File: src/rtl/cache_mem_responder.sv
// Memory-side responder that arbitrates icache/dcache single-word requests onto one RAM port,
// holding the grant until RAM reports ACCESS, ERROR, or the wait budget runs out.
module cache_mem_responder #(
    parameter int STARVE_LIMIT = 4,
    parameter int TIMEOUT      = 255
) (
    input  logic        CLK,
    input  logic        nRST,
    input  logic        iREN,
    input  logic [31:0] iaddr,
    output logic        iwait,
    output logic [31:0] iload,
    input  logic        dREN,
    input  logic        dWEN,
    input  logic [31:0] daddr,
    input  logic [31:0] dstore,
    output logic        dwait,
    output logic [31:0] dload,
    output logic        ramREN,
    output logic        ramWEN,
    output logic [31:0] ramaddr,
    output logic [31:0] ramstore,
    input  logic [31:0] ramload,
    input  logic [1:0]  ramstate,
    output logic        mem_err
);

    localparam int WAIT_W = (TIMEOUT < 2) ? 1 : $clog2(TIMEOUT);
    // wait_ct counts wait cycles already spent, so the current cycle is the TIMEOUT-th one
    // when the count reads TIMEOUT-1.
    localparam logic [WAIT_W-1:0] WAIT_LAST  = WAIT_W'(TIMEOUT - 1);
    localparam logic [2:0]        STARVE_MAX = 3'(STARVE_LIMIT);
    localparam logic [1:0]        RAM_ACCESS = 2'd2;
    localparam logic [1:0]        RAM_ERROR  = 2'd3;
    localparam logic [31:0]       ADDR_MASK  = 32'hFFFF_FFFC;

    typedef enum logic [1:0] {
        IDLE  = 2'd0,
        DSERV = 2'd1,
        ISERV = 2'd2
    } state_t;

    state_t            state_r;
    state_t            state_next_s;
    logic              serv_s;
    logic              done_ok_s;
    logic              fail_s;
    logic              finish_s;
    logic              force_i_s;
    logic              grant_d_s;
    logic              grant_i_s;
    logic [WAIT_W-1:0] wait_ct_r;
    logic [2:0]        starve_ct_r;
    logic              ram_ren_r;
    logic              ram_wen_r;
    logic [31:0]       ram_addr_r;
    logic [31:0]       ram_store_r;
    logic              mem_err_r;

    assign ramREN   = ram_ren_r;
    assign ramWEN   = ram_wen_r;
    assign ramaddr  = ram_addr_r & ADDR_MASK;
    assign ramstore = ram_store_r;
    assign mem_err  = mem_err_r;

    // Completion decode, arbitration and next-state selection
    always_comb begin
        serv_s       = (state_r != IDLE);
        done_ok_s    = serv_s && (ramstate == RAM_ACCESS);
        fail_s       = serv_s && ((ramstate == RAM_ERROR) ||
                                  ((ramstate != RAM_ACCESS) && (wait_ct_r == WAIT_LAST)));
        finish_s     = done_ok_s || fail_s;
        force_i_s    = (starve_ct_r == STARVE_MAX) && iREN;
        grant_d_s    = 1'b0;
        grant_i_s    = 1'b0;
        state_next_s = state_r;
        case (state_r)
            IDLE: begin
                if (force_i_s) begin
                    grant_i_s    = 1'b1;
                    state_next_s = ISERV;
                end else if (dREN || dWEN) begin
                    grant_d_s    = 1'b1;
                    state_next_s = DSERV;
                end else if (iREN) begin
                    grant_i_s    = 1'b1;
                    state_next_s = ISERV;
                end else begin
                    state_next_s = IDLE;
                end
            end
            DSERV, ISERV: begin
                if (finish_s) begin
                    state_next_s = IDLE;
                end else begin
                    state_next_s = state_r;
                end
            end
            default: begin
                state_next_s = IDLE;
            end
        endcase
    end

    // Cache-side handshake: only the granted cache sees its wait drop, and only on completion
    always_comb begin
        iwait = 1'b1;
        dwait = 1'b1;
        iload = 32'h0000_0000;
        dload = 32'h0000_0000;
        if ((state_r == ISERV) && finish_s) begin
            iwait = 1'b0;
            iload = done_ok_s ? ramload : 32'h0000_0000;
        end else if ((state_r == DSERV) && finish_s) begin
            dwait = 1'b0;
            dload = (done_ok_s && !ram_wen_r) ? ramload : 32'h0000_0000;
        end else begin
            iwait = 1'b1;
            dwait = 1'b1;
        end
    end

    // State register
    always_ff @(posedge CLK) begin
        if (!nRST) begin
            state_r <= IDLE;
        end else begin
            state_r <= state_next_s;
        end
    end

    // Latched request: strobes, address and data are frozen for the whole service
    always_ff @(posedge CLK) begin
        if (!nRST) begin
            ram_ren_r   <= 1'b0;
            ram_wen_r   <= 1'b0;
            ram_addr_r  <= 32'h0000_0000;
            ram_store_r <= 32'h0000_0000;
        end else if (grant_d_s) begin
            ram_ren_r   <= !dWEN;
            ram_wen_r   <= dWEN;
            ram_addr_r  <= daddr;
            ram_store_r <= dstore;
        end else if (grant_i_s) begin
            ram_ren_r   <= 1'b1;
            ram_wen_r   <= 1'b0;
            ram_addr_r  <= iaddr;
            ram_store_r <= 32'h0000_0000;
        end else if (finish_s) begin
            ram_ren_r   <= 1'b0;
            ram_wen_r   <= 1'b0;
        end
    end

    // Wait budget for the access in flight
    always_ff @(posedge CLK) begin
        if (!nRST) begin
            wait_ct_r <= '0;
        end else if (grant_d_s || grant_i_s) begin
            wait_ct_r <= '0;
        end else if (serv_s && !finish_s) begin
            wait_ct_r <= wait_ct_r + WAIT_W'(1);
        end
    end

    // Fairness: consecutive dcache wins while the icache is kept waiting
    always_ff @(posedge CLK) begin
        if (!nRST) begin
            starve_ct_r <= 3'd0;
        end else if (grant_i_s || !iREN) begin
            starve_ct_r <= 3'd0;
        end else if (grant_d_s && (starve_ct_r != STARVE_MAX)) begin
            starve_ct_r <= starve_ct_r + 3'd1;
        end
    end

    // Sticky error flag, cleared only by reset
    always_ff @(posedge CLK) begin
        if (!nRST) begin
            mem_err_r <= 1'b0;
        end else if (fail_s) begin
            mem_err_r <= 1'b1;
        end
    end

endmodule
File: config.mk
export PLATFORM = sky130hd
export DESIGN_NAME = cache_mem_responder
export DESIGN_NICKNAME = d
export VERILOG_FILES = /design/src/rtl/cache_mem_responder.sv
export SDC_FILE = /design/constraint.sdc
export NUM_CORES = 1
export LEC_CHECK = 0
export ABC_AREA = 1
export BUFFER_PORTS_ARGS = -buffer_cell sky130_fd_sc_hd__buf_2
export CORE_MARGIN = 2
export CORE_UTILIZATION = 39
export CTS_CLUSTER_DIAMETER = 120
export DETAILED_ROUTE_END_ITERATION = 6
export HOLD_SLACK_MARGIN = 0.02
export PLACE_DENSITY = 0.74
export SLEW_MARGIN = 25
export SYNTH_ARGS = -nofsm -noshare
export SYNTH_HDL_FRONTEND = slang
export SYNTH_SLANG_ARGS = --single-unit
File: constraint.sdc
create_clock -name CLK -period 1.71 [get_ports CLK]
set_clock_uncertainty 0.2 [all_clocks]
set_input_delay 0.171 -clock CLK [delete_from_list [all_inputs] [get_ports CLK]]
set_output_delay 0.171 -clock CLK [all_outputs]
set_load 0.01 [all_outputs]
After elaboration in Yosys (flattened, before gate mapping)
Cells that the tools add are included.
{"block": "totals", "input_bits": 135, "word_cells": 74, "reg_bits": 80}
{"block": "classes", "add_sub_neg": 2, "n_bitwise": 1, "n_eq_ne": 9, "n_reduce_logical": 25, "mux": 29}
{"cell": "$mux 32", "n": 9}
{"cell": "$mux 1", "n": 15}
{"cell": "$logic_and 1x1->1", "n": 9}
{"cell": "$add 8x1->8 const B", "n": 1}
{"cell": "$eq 8x8->1 const B", "n": 1}
{"cell": "$mux 2", "n": 4}
{"cell": "$eq 2x2->1 const B", "n": 3}
{"cell": "$reduce_or 2->1", "n": 3}
{"cell": "$logic_or 1x1->1", "n": 5}
{"cell": "$logic_not 1->1", "n": 4}
{"cell": "$ne 2x2->1 const B", "n": 2}
{"cell": "$pmux 2 s2", "n": 1}
{"cell": "$reduce_bool 2->1", "n": 2}
{"cell": "$add 3x1->3 const B", "n": 1}
{"cell": "$eq 3x3->1 const B", "n": 1}
{"cell": "$ne 3x3->1 const B", "n": 1}
{"cell": "$reduce_bool 3->1", "n": 1}
{"cell": "$eq 2x1->1 const B", "n": 1}
{"cell": "$logic_not 2->1", "n": 1}
{"cell": "$not 1->1", "n": 1}

Logic depth before layout (Yosys ltp)
Gate-level depths: netlist (run 1).
{"block": "logic_depth", "ltp_word": 8, "mapped_depth": 12}

Least setup slack after synthesis (run 1)
OpenSTA, ideal clock, no wires.
{"block": "synth_timing", "path_kind": "flip-flop to output port", "startpoint": "register state_r[0]", "endpoint": "output port dload[1]", "arrival_time_ns": 1.545, "t_required_ns": 1.339, "path_stages_with_launch": 9, "path_slack_ns": -0.206, "cell_sequence": "dfxtp_1 > inv_1 > ha_1 > inv_2 > nand2_1 > nor2_1 > buf_2 > nand2_1 > nor2_1"}
{"block": "synth_via", "elab_chain_len": 6, "word_cells_on_any_way": 12}
{"element": "start: declaration", "line_no": "43", "text": "state_t state_r;"}
{"element": "start signal: assignment", "line_no": "128", "text": "state_r <= state_next_s;"}
{"element": "$reduce_bool 2->1", "line_no": "68", "text": "serv_s = (state_r != IDLE);"}
{"element": "$logic_and 1x1->1, on equally long branches", "line_no": "69, 70"}
{"element": "$logic_and 1x1->1 / $logic_or 1x1->1 (equally long branches)", "line_no": "116, 72"}
{"element": "$mux 32 / $logic_and 1x1->1 (equally long branches)", "line_no": "116, 114"}
{"element": "$mux 32", "line_no": "114", "text": "end else if ((state_r == DSERV) && finish_s) begin"}
{"element": "$mux 32 *", "line_no": "111", "text": "if ((state_r == ISERV) && finish_s) begin"}
{"element": "end: declaration", "line_no": "18", "text": "output logic [31:0] dload,"}
Every way passes the cells marked *; elsewhere a longest branch is shown, timed or not.

Final worst setup path (run 1)
{"block": "layout_timing", "startpoint": "register wait_ct_r[1]", "endpoint": "output port iload[17]"}
{"block": "layout_via", "elab_chain_len": 7}
{"element": "start: declaration", "line_no": "52", "text": "logic [WAIT_W-1:0] wait_ct_r;"}
{"element": "start signal: assignment", "line_no": "162", "text": "wait_ct_r <= wait_ct_r + WAIT_W'(1);"}
{"element": "$eq 8x8->1", "line_no": "71", "text": "((ramstate != RAM_ACCESS) && (wait_ct_r == WAIT_LAST)));"}
{"element": "$logic_and 1x1->1", "line_no": "71"}
{"element": "$logic_or 1x1->1", "line_no": "70", "text": "fail_s = serv_s && ((ramstate == RAM_ERROR) ||"}
{"element": "$logic_and 1x1->1", "line_no": "70"}
{"element": "$logic_or 1x1->1", "line_no": "72", "text": "finish_s = done_ok_s || fail_s;"}
{"element": "$logic_and 1x1->1", "line_no": "111"}
{"element": "$mux 32", "line_no": "111"}
{"element": "end: declaration", "line_no": "12", "text": "output logic [31:0] iload,"}
No other way between the ends.

==> results of run 1 <==
worst min-delay path: cells and delay by family:
| kind | cells | cell delay [ns] |
|---|---|---|
| AND/OR/NAND/NOR | 1 | 0.08 |
| buffers and inverters | 1 | 0.13 |
| AO/OA/AOI/OAI | 2 | 0.21 |
repair_timing:
action                                  CTS  global route
hold buffers                             98             0
pin swaps                                16            97
resized for setup                        81           259
setup buffers                            16            12
cloned                                   10             9
endpoints found under the setup margin  137           143
endpoints found under the hold margin    67             0
power groups by stage:
stage | clock network [mW] | logic (mW) | registers [mW]
after floorplan | 0 | 1.78 | 2.68
after detailed placement | 0 | 3.35 | 2.48
after CTS | 1.61 | 4.74 | 2.46
final | 1.65 | 6.75 | 2.61
after global routing | 1.70 | 6.87 | 2.63
after global placement | 0 | 3.32 | 2.46
cell usage after synthesis:
library cell,instances
xnor2_1,1
buf_1,2
buf_6,6
nand4_1,3
nand2_1,262
inv_1,41
nand3_1,43
a21oi_1,16
clkbuf_1,10
xor2_1,3
nand2_4,2
nand3_4,1
buf_2,16
nor3b_1,25
buf_4,2
nand3_2,1
nor2_1,72
o21ai_0,1
dfxtp_1,78
nor2_2,31
o31ai_1,1
ha_1,7
conb_1,1
nand2_2,1
nand3b_4,1
nor3b_2,7
inv_2,2
worst max path at each step:
stage / startpoint / slack (ns) / cells after the start / end
6_report: wait_ct_r[1] / -0.70 / 9 / iload[17]
5_1_grt: wait_ct_r[0] / -0.77 / 10 / iload[17]
4_1_cts: wait_ct_r[0] / -0.54 / 10 / iload[17]
3_5_place_dp: wait_ct_r[0] / -0.15 / 10 / iload[31]
3_3_place_gp: wait_ct_r[0] / -0.14 / 10 / iload[31]
2_1_floorplan: wait_ct_r[0] / -0.06 / 10 / dload[22]
area by class of cell:
cell class	count	area [um2]
timing repair buffer	447	3633
multi-input combinational	480	3506
clock buffer	11	151.4
antenna	2	5.005
fill	396	1062
clock inverter	5	81.33
sequential	78	1568
tap	136	170.2
inverter	43	192.7
stage by stage:
step | instances | util
final | 1202 | 0.8976
after global routing | 1202 | 0.8976
after detailed placement | 1050 | 0.6046
after CTS | 1190 | 0.7876
after floorplan | 637 | -
after global placement | 1050 | 0.6046
cells by family (layout without fill, tap and decap cells):
logic type / after synthesis / count (layout) / synth area share
compound gates: 18 / 18 / 0.02214
xor+xnor: 4 / 4 / 0.008377
flops: 78 / 78 / 0.3733
simple gates: 449 / 449 / 0.4861
fa+ha+maj: 7 / 7 / 0.02094
buf+inv: 79 / 506 / 0.08825
other cells: 1 / 4 / 0.0008965
cells in the final DEF (no fill, tap or decap), drive strengths merged, types with 16 or more instances in the layout:
master | netlist | final
a21oi | 16 | 16
buf | 26 | 342
clkbuf | 10 | 19
dfxtp | 78 | 78
dlygate4sd3 | 0 | 97
inv | 43 | 42
nand2 | 265 | 265
nand3 | 45 | 45
nor2 | 103 | 103
nor3b | 32 | 32
sequential cells by signal, indices dropped and copies added (netlist names):
register     cells
ramstore        32
ram_addr_r      30
wait_ct_r        8
starve_ct_r      3
state_r          2
mem_err          1
ramREN           1
ramWEN           1
routing by layer:
| layer | wire length, um | part of all wire | track usage |
|---|---|---|---|
| met1 | 8803 | 0.31 | 0.3257 |
| met5 | 0 | 0 | 0 |
| met3 | 3787 | 0.14 | 0.09504 |
| met2 | 12560 | 0.45 | 0.5885 |
| met4 | 2865 | 0.10 | 0.1951 |
==> flow_metrics.py, run 1 <==
metrics = {
    "clock_network": {
        "clk_pin_slew_ns": 0.08,
        "htree_levels": 3,
        "cts_root_buf": "clkbuf_8",
        "clk_latency_ns": 0.36,
        "cts_buffers": 9,
        "cts_sinks": 78,
        "clk_path_buf_depth": 2,
        "cts_tree": "built",
    },
    "power_and_ir_drop": {
        "total_power_mw": 11.02,
        "p_int_mw": 6.123,
        "vdd_drop_max_v": 0.0008790,
        "switching_power_mw": 4.894,
        "p_per_area_mw_per_mm2": 1184,
        "switching_share": 0.4442,
        "clock_power_share": 0.150,
        "power_frac_comb": 0.613,
        "pwr-share-seq": 0.237,
        "p_leak_nw": 4.840,
    },
    "timing": {
        "hold_viol_final": 0,
        "layout_min_cycle_time_ns": 2.408,
        "maxSlewViolCount": 0,
        "whs_ns": 0.08696,
        "fin_ws_ns": -0.6984,
        "max_clock_freq_mhz": 415.2,
        "setup_viol": 144,
        "grt_setup_unrepaired": "yes",
        "finalSetupTns_ns": -61.43,
        "finalCritPeriodShare": 1.408,
    },
    "routing": {
        "wl_per_cell_um": 23.31,
        "ant_nets": 0,
        "vias_per_cell": 5.782,
        "drtPass1Iterations": 7,
        "drtIter0Drc": 841,
        "drc": 0,
        "routed_wl_um": 28020,
        "dr_total_vias": 6950,
    },
    "floorplan": {
        "fp.dieH_um": 107.6,
        "dieArea_mm2": 0.01157,
        "io_pins": 268,
        "initial_core_util": 0.4034,
        "die_w_um": 107.6,
        "core_mm2": 0.01037,
        "rows": 37,
    },
    "grt": {
        "antenna_found_initial": 3,
        "grt_pass1_vias": 6055,
        "grt_pass1_wl_um": 29390,
        "grt_overflow_total": 0,
        "grt_max_degree": 46,
        "grt.total_usage": 0.3248,
    },
    "min_path": {
        "hp-class": "primary input to flip-flop",
        "hold_path_end": "mem_err",
        "min_from": "ramstate[1]",
        "worstHoldPathCells": 4,
    },
    "place": {
        "gp_congestion": 0.8004,
        "portBuffers": 261,
        "placed_area_mm2": 0.006270,
        "dp_hpwl_um": 9988,
        "dp_slack_ns": -0.1482,
    },
    "critical_path": {
        "reg2reg_slack_ns": -0.50,
        "crit_arrival_ns": 2.04,
        "crit_path_frequent_cell": "nand2_2",
        "cp-end-kind": "output port",
        "cp_cell_sequence": "ha_4 -> nand2_2 -> nor2_2 -> nand2_2 -> nand2_4 -> nand3_4 -> clkbuf_16 -> nor3b_2 -> buf_2",
        "r2r_cells": 13,
        "critPathMaxStageDelay_ns": 0.42,
        "crit_type": "flip-flop to output port",
        "r2r-end": "ram_addr_r[14]",
        "worst_ep_required_time_ns": 1.34,
        "cp.buffers_inverters": 2,
        "crit_fanout": 11,
        "cp_slowest_cell": "dfxtp_1",
        "crit_family": "simple AND/OR/NAND/NOR gates",
        "r2r_start": "starve_ct_r[0]",
        "cp-start-kind": "flip-flop",
    },
    "status": {
        "outcome": "finished, violations left",
        "violations": "setup timing",
    },
    "synth": {
        "ys_types": 27,
        "syn_inst": 636,
        "ys_ff_latch": 78,
        "synth_top_area_frac": 0.3733,
        "syn_avg_cell_area_um2": 6.577,
        "yosys_warnings": 0,
        "yosys.area.top_type": "dfxtp_1",
        "syn_area_mm2": 0.004183,
        "yosysSeqAreaShare": 0.3733,
        "yosys-top-cells-area": "dfxtp_1, nand2_1, nor2_1",
    },
    "run": {
        "drv_cap": 0,
    },
    "layout": {
        "drive_gt1_frac": 0.5893,
        "finalInstanceArea_mm2": 0.009308,
        "areaGrowthSynthToFinish_pct": 122.5,
        "nets": 1201,
    },
}
Note: power is estimated with default switching activity, not from simulation.
==> run 2: changes to the inputs <==
- ABC_AREA: 1 -> unset
- CORE_UTILIZATION: 39 -> 36
- PLACE_DENSITY: 0.74 -> 0.72
==> flow_metrics.py, run 2 <==
metrics = {
    "status": {
        "outcome": "finished, violations left",
        "violations": "setup timing",
    },
    "layout": {
        "multi_input_area_mm2": 0.002069,
        "finalInstanceArea_mm2": 0.007378,
        "largest_register_ff_count": 32,
        "fillCellCount": 639,
        "antenna_cells": 0,
        "fin_cells": 924,
        "seq_area_mm2": 0.001565,
        "nets": 929,
        "final_common_cell": "buf_2",
        "drive_gt1_frac": 0.5196,
        "mostFrequentLayoutCells": "buf_2, dlygate4sd3_1, dfxtp_1, and2_1, buf_6",
        "areaGrowthSynthToFinish_pct": 109.3,
    },
    "timing": {
        "grt_setup_unrepaired": "yes",
        "finalCritPeriodShare": 1.315,
        "hold_viol_final": 0,
        "maxSlewViolCount": 0,
        "layout_min_cycle_time_ns": 2.248,
        "setup_viol": 139,
        "fin_ws_ns": -0.5381,
        "max_clock_freq_mhz": 444.8,
        "finalSetupTns_ns": -51.29,
    },
    "critical_path": {
        "crit_type": "flip-flop to output port",
        "cp.buffers_inverters": 3,
        "cp-end-kind": "output port",
        "cp_slowest_cell": "dfxtp_2",
        "critPathMaxStageDelay_ns": 0.36,
        "crit_fanout": 32,
        "cp-start-kind": "flip-flop",
        "cp_cell_sequence": "inv_4 -> ha_4 -> nand2b_4 -> nor4_4 -> buf_12 -> and2_1 -> buf_2",
        "crit_arrival_ns": 1.88,
        "worst_ep_required_time_ns": 1.34,
        "crit_family": "simple AND/OR/NAND/NOR gates",
    },
    "grt": {
        "grt_pass1_vias": 4686,
        "grt_pass1_wl_um": 22800,
        "grt_overflow_total": 0,
        "grt_max_degree": 33,
        "grt.total_usage": 0.2812,
        "antenna_found_initial": 0,
    },
    "synth": {
        "yosys.area.top_type": "dfxtp_1",
        "syn_inst": 379,
        "synth_edf_count": 0,
        "ys_ff_latch": 78,
        "synth_most_common_cell": "dfxtp_1",
        "yosysSeqAreaShare": 0.4429,
        "synth_common_cells": "dfxtp_1, and2_1, a22o_1",
        "synth_top_area_frac": 0.4429,
        "synthArstFlopShare": 0,
        "syn_avg_cell_area_um2": 9.303,
        "ys.flop_type": "dfxtp_1",
        "syn_area_mm2": 0.003526,
        "ys_types": 45,
        "yosys_warnings": 0,
        "yosys-top-cells-area": "dfxtp_1, and2_1, a22o_1",
    },
    "clock_network": {
        "clk_latency_ns": 0.35,
        "cts_sinks": 78,
        "htree_levels": 3,
        "clk_path_buf_depth": 2,
        "cts_tree": "built",
        "clk_pin_slew_ns": 0.08,
        "cts_buffers": 9,
        "cts_root_buf": "clkbuf_8",
    },
    "power_and_ir_drop": {
        "p_per_area_mw_per_mm2": 744.3,
        "total_power_mw": 5.491,
        "p_leak_nw": 3.686,
        "vdd_drop_max_v": 0.0005556,
    },
    "routing": {
        "drtIter0Drc": 143,
        "m1WireLength_um": 5620,
        "wl_met2_um": 8755,
        "wl_met3_um": 1167,
        "drc": 0,
        "vias_per_cell": 5.106,
        "drtPass1Iterations": 4,
        "routed_wl_um": 16350,
        "dr.max_layer_used": "met4",
        "ant_nets": 0,
        "wl_per_cell_um": 17.70,
        "dr_total_vias": 4718,
    },
    "floorplan": {
        "die_w_um": 103.0,
        "dieArea_mm2": 0.01060,
        "io_pins": 268,
        "rows": 36,
        "initial_core_util": 0.3658,
        "fp.dieH_um": 103.0,
        "core_mm2": 0.009639,
    },
    "place": {
        "placed_area_mm2": 0.005295,
        "portBuffers": 261,
        "dp_cells": 780,
        "dp_slack_ns": -0.1553,
        "dp_hpwl_um": 8952,
        "gp_congestion": 0.7757,
    },
    "min_path": {
        "hp-class": "primary input to flip-flop",
    },
    "run": {
        "drv_cap": 0,
    },
}
-- run 2: cell types whose count changed after synthesis, sizes merged, moves of 13 or more --
cell / before / now
a21oi: 16 / 3
a221o: 0 / 20
a22o: 0 / 32
and2: 0 / 66
and3: 0 / 21
inv: 43 / 7
nand2: 265 / 31
nand3: 45 / 5
nor2: 103 / 16
nor3b: 32 / 1
-- run 2: worst paths after layout --
kind	startpoint	end	slack (ns)	depth (start not counted)
setup / recovery	state_r[0]	dload[3]	-0.54	7
setup reg to reg	state_r[0]	wait_ct_r[6]	-0.42	8
hold reg to reg	ram_addr_r[2]	ram_addr_r[2]	0.27	2
hold / removal	dWEN	ramREN	0.05	3
-- run 2: final cells by class --
cell class	count	area share
inverters	7	0.003900
clock inverters	6	0.005426
repair buffers	426	0.4587
clock buffers	9	0.01679
multi-input cells	265	0.2805
flip-flops and latches	78	0.2121
well taps	133	0.02255
-- run 2: power by group --
part | switching (mW) | internal [mW] | leakage (nW)
Sequential | 0.143 | 2.05 | 0.644
Combinational | 0.892 | 1.19 | 2.96
Clock | 0.700 | 0.516 | 0.0848
Total | 1.73 | 3.76 | 3.69
-- run 2: metal layers --
| layer | GRT usage | vias to the layer above |
|---|---|---|
| li1 | - | 2163 |
| met1 | 0.2876 | 2193 |
| met2 | 0.5250 | 287 |
| met3 | 0.05017 | 75 |
| met4 | 0.1761 | 0 |
| met5 | 0 | - |
-- run 2: kinds of logic after synthesis --
logic type | synth area share
simple gates | 0.2562
compound gates | 0.1994
flops | 0.4429
buf+inv | 0.04826
fa+ha+maj | 0.02484
xor+xnor | 0.01242
mux | 0.01490
other cells | 0.001064
-- run 2: worst register-to-register path, delay by kind of cell, from the launching register on --
kind / cells / cell delay [ns]
AND/OR/NAND/NOR: 3 / 0.84
XOR/XNOR: 1 / 0.15
adder cells (fa/ha/maj): 1 / 0.15
buffers and inverters: 3 / 0.32
flip-flops: 1 / 0.36
-- run 2: per-stage QoR --
step	hold WS, ns	utilization
after floorplan	0.1037	-
after global placement	0.1883	0.5493
after detailed placement	0.1921	0.5493
after CTS	0.02234	0.7318
after global routing	0.06218	0.7654
final	0.04741	0.7654
-- run 2: repair_timing --
action / in CTS / in global routing
hold buffers: 96 / 0
endpoints found under the hold margin: 67 / 0
resized for setup: 51 / 62
cloned: 11 / 4
setup buffers: 12 / 9
setup endpoints to repair: 131 / 142
pin swaps: 28 / 54
==> run 3: changes to the inputs <==
- CORE_ASPECT_RATIO: unset -> 0.8
==> flow_metrics.py, run 3 (synthesis results as in run 2) <==
metrics = {
    "clock_network": {
        "clk_latency_ns": 0.34,
        "cts_tree": "built",
        "cts_buffers": 9,
        "cts_sinks": 78,
        "clk_pin_slew_ns": 0.06,
        "htree_levels": 3,
        "cts_root_buf": "clkbuf_16",
        "clk_path_buf_depth": 2,
    },
    "layout": {
        "fillCellCount": 519,
        "mostFrequentLayoutCells": "buf_2, dlygate4sd3_1, dfxtp_1, buf_6, and2_4",
        "fin_util": 0.8053,
        "final_common_cell": "buf_2",
        "largest_register_ff_count": 32,
        "fin_cells": 907,
        "multi_input_area_mm2": 0.002253,
        "areaGrowthSynthToFinish_pct": 118.6,
        "drive_gt1_frac": 0.5778,
        "seq_area_mm2": 0.001569,
        "nets": 922,
    },
    "critical_path": {
        "worst_ep_required_time_ns": 1.34,
        "cp-startpoint": "state_r[1]",
        "crit_type": "flip-flop to output port",
        "cp-start-kind": "flip-flop",
        "r2r-end": "state_r[0]",
        "r2r_cells": 10,
        "crit_arrival_ns": 1.93,
        "cp_slowest_cell": "dfxtp_2",
        "r2r_start": "state_r[1]",
        "cp-end-kind": "output port",
        "critPathMaxStageDelay_ns": 0.33,
        "reg2reg_slack_ns": -0.34,
        "cp_cell_sequence": "buf_6 -> ha_4 -> nand2b_4 -> nor4_4 -> buf_6 -> clkbuf_16 -> and2_4 -> buf_6",
        "cp-endpoint": "dload[16]",
        "crit_path_frequent_cell": "buf_6",
        "crit_fanout": 8,
    },
    "floorplan": {
        "core_mm2": 0.009569,
        "io_pins": 268,
        "initial_core_util": 0.3685,
        "fp.dieH_um": 92.52,
        "dieArea_mm2": 0.01061,
        "die_w_um": 114.6,
        "rows": 32,
    },
    "grt": {
        "grt_pass1_wl_um": 24410,
        "grt.total_usage": 0.2947,
        "grt_overflow_total": 0,
        "antenna_found_initial": 3,
        "grt_max_degree": 33,
        "grt_pass1_vias": 4722,
    },
    "routing": {
        "ant_nets": 0,
        "routed_wl_um": 17990,
        "drtIter0Drc": 237,
        "dr_total_vias": 4792,
        "drc": 0,
        "drtPass1Iterations": 4,
        "vias_per_cell": 5.283,
        "wl_per_cell_um": 19.83,
    },
    "power_and_ir_drop": {
        "vdd_drop_max_v": 0.0006096,
        "p_per_area_mw_per_mm2": 791.1,
        "p_leak_nw": 3.716,
    },
    "timing": {
        "finalCritPeriodShare": 1.344,
        "max_clock_freq_mhz": 435.3,
        "maxSlewViolCount": 0,
        "layout_min_cycle_time_ns": 2.297,
        "hold_viol_final": 0,
        "grt_setup_unrepaired": "yes",
        "setup_viol": 134,
        "whs_ns": 0.05626,
        "fin_ws_ns": -0.5874,
    },
    "status": {
        "outcome": "finished, violations left",
        "violations": "setup timing",
    },
    "place": {
        "portBuffers": 261,
        "gp_congestion": 0.8970,
        "dp_cells": 761,
        "dp_hpwl_um": 9271,
    },
    "min_path": {
        "hp-class": "primary input to flip-flop",
    },
    "run": {
        "drv_cap": 0,
    },
}
-- run 3: area by class of cell --
class	instances	area share
Multi-Input combinational cell	266	0.2924
Inverter	7	0.003734
Antenna cell	4	0.001299
Clock buffer	10	0.03101
Sequential cell	78	0.2036
Tap cell	119	0.01932
Timing Repair Buffer	418	0.4410
Clock inverter	5	0.007631
-- run 3: where the power goes --
group          total [mW]  switching [mW]  internal (mW)
clock network        1.93           0.764           1.16
registers            2.19           0.141           2.05
logic                1.98           0.905           1.07
total                6.10            1.81           4.29
-- run 3: timing repair --
action	4_1_cts	5_1_grt
setup endpoints to repair	130	143
gates cloned	8	7
hold endpoints to repair	67	0
pin swaps	58	88
resized for setup	56	146
buffers inserted	12	13
hold buffers	95	0
-- run 3: metal layers --
layer | up-vias | part of all wire | GRT usage
met5 | - | 0 | 0
li1 | 2158 | - | -
met2 | 297 | 0.52 | 0.5468
met1 | 2275 | 0.37 | 0.3227
met3 | 62 | 0.069 | 0.06152
met4 | 0 | 0.042 | 0.1250
-- run 3: critical path, delay by kind of cell (launching register included) --
kind / cells / cell delay [ns]
buf+inv: 4 / 0.57
flops: 1 / 0.33
simple gates: 3 / 0.55
fa+ha+maj: 1 / 0.15
-- run 3: through the flow --
step	power, mW	TNS [ns]	area (um2)	setup slack (ns)
after floorplan	2.861	-0.8691	3611	-0.03420
final	6.096	-47.66	7706	-0.5874
after global placement	3.456	-6.544	5240	-0.1405
after global routing	6.332	-55.52	7704	-0.6443
after detailed placement	3.488	-12.48	5240	-0.2192
after CTS	5.837	-51.13	7025	-0.5397
-- run 3: worst min-delay path by stage --
stage / from / to / slack (ns) / cells after the start
after floorplan: dstore[0] / ramstore[0] / 0.10 / 1
after global placement: dstore[17] / ramstore[17] / 0.19 / 2
after detailed placement: dstore[5] / ramstore[5] / 0.19 / 2
after CTS: dWEN / ramREN / 0.02 / 3
after global routing: dWEN / ramREN / 0.11 / 3
final: dWEN / ramREN / 0.06 / 3
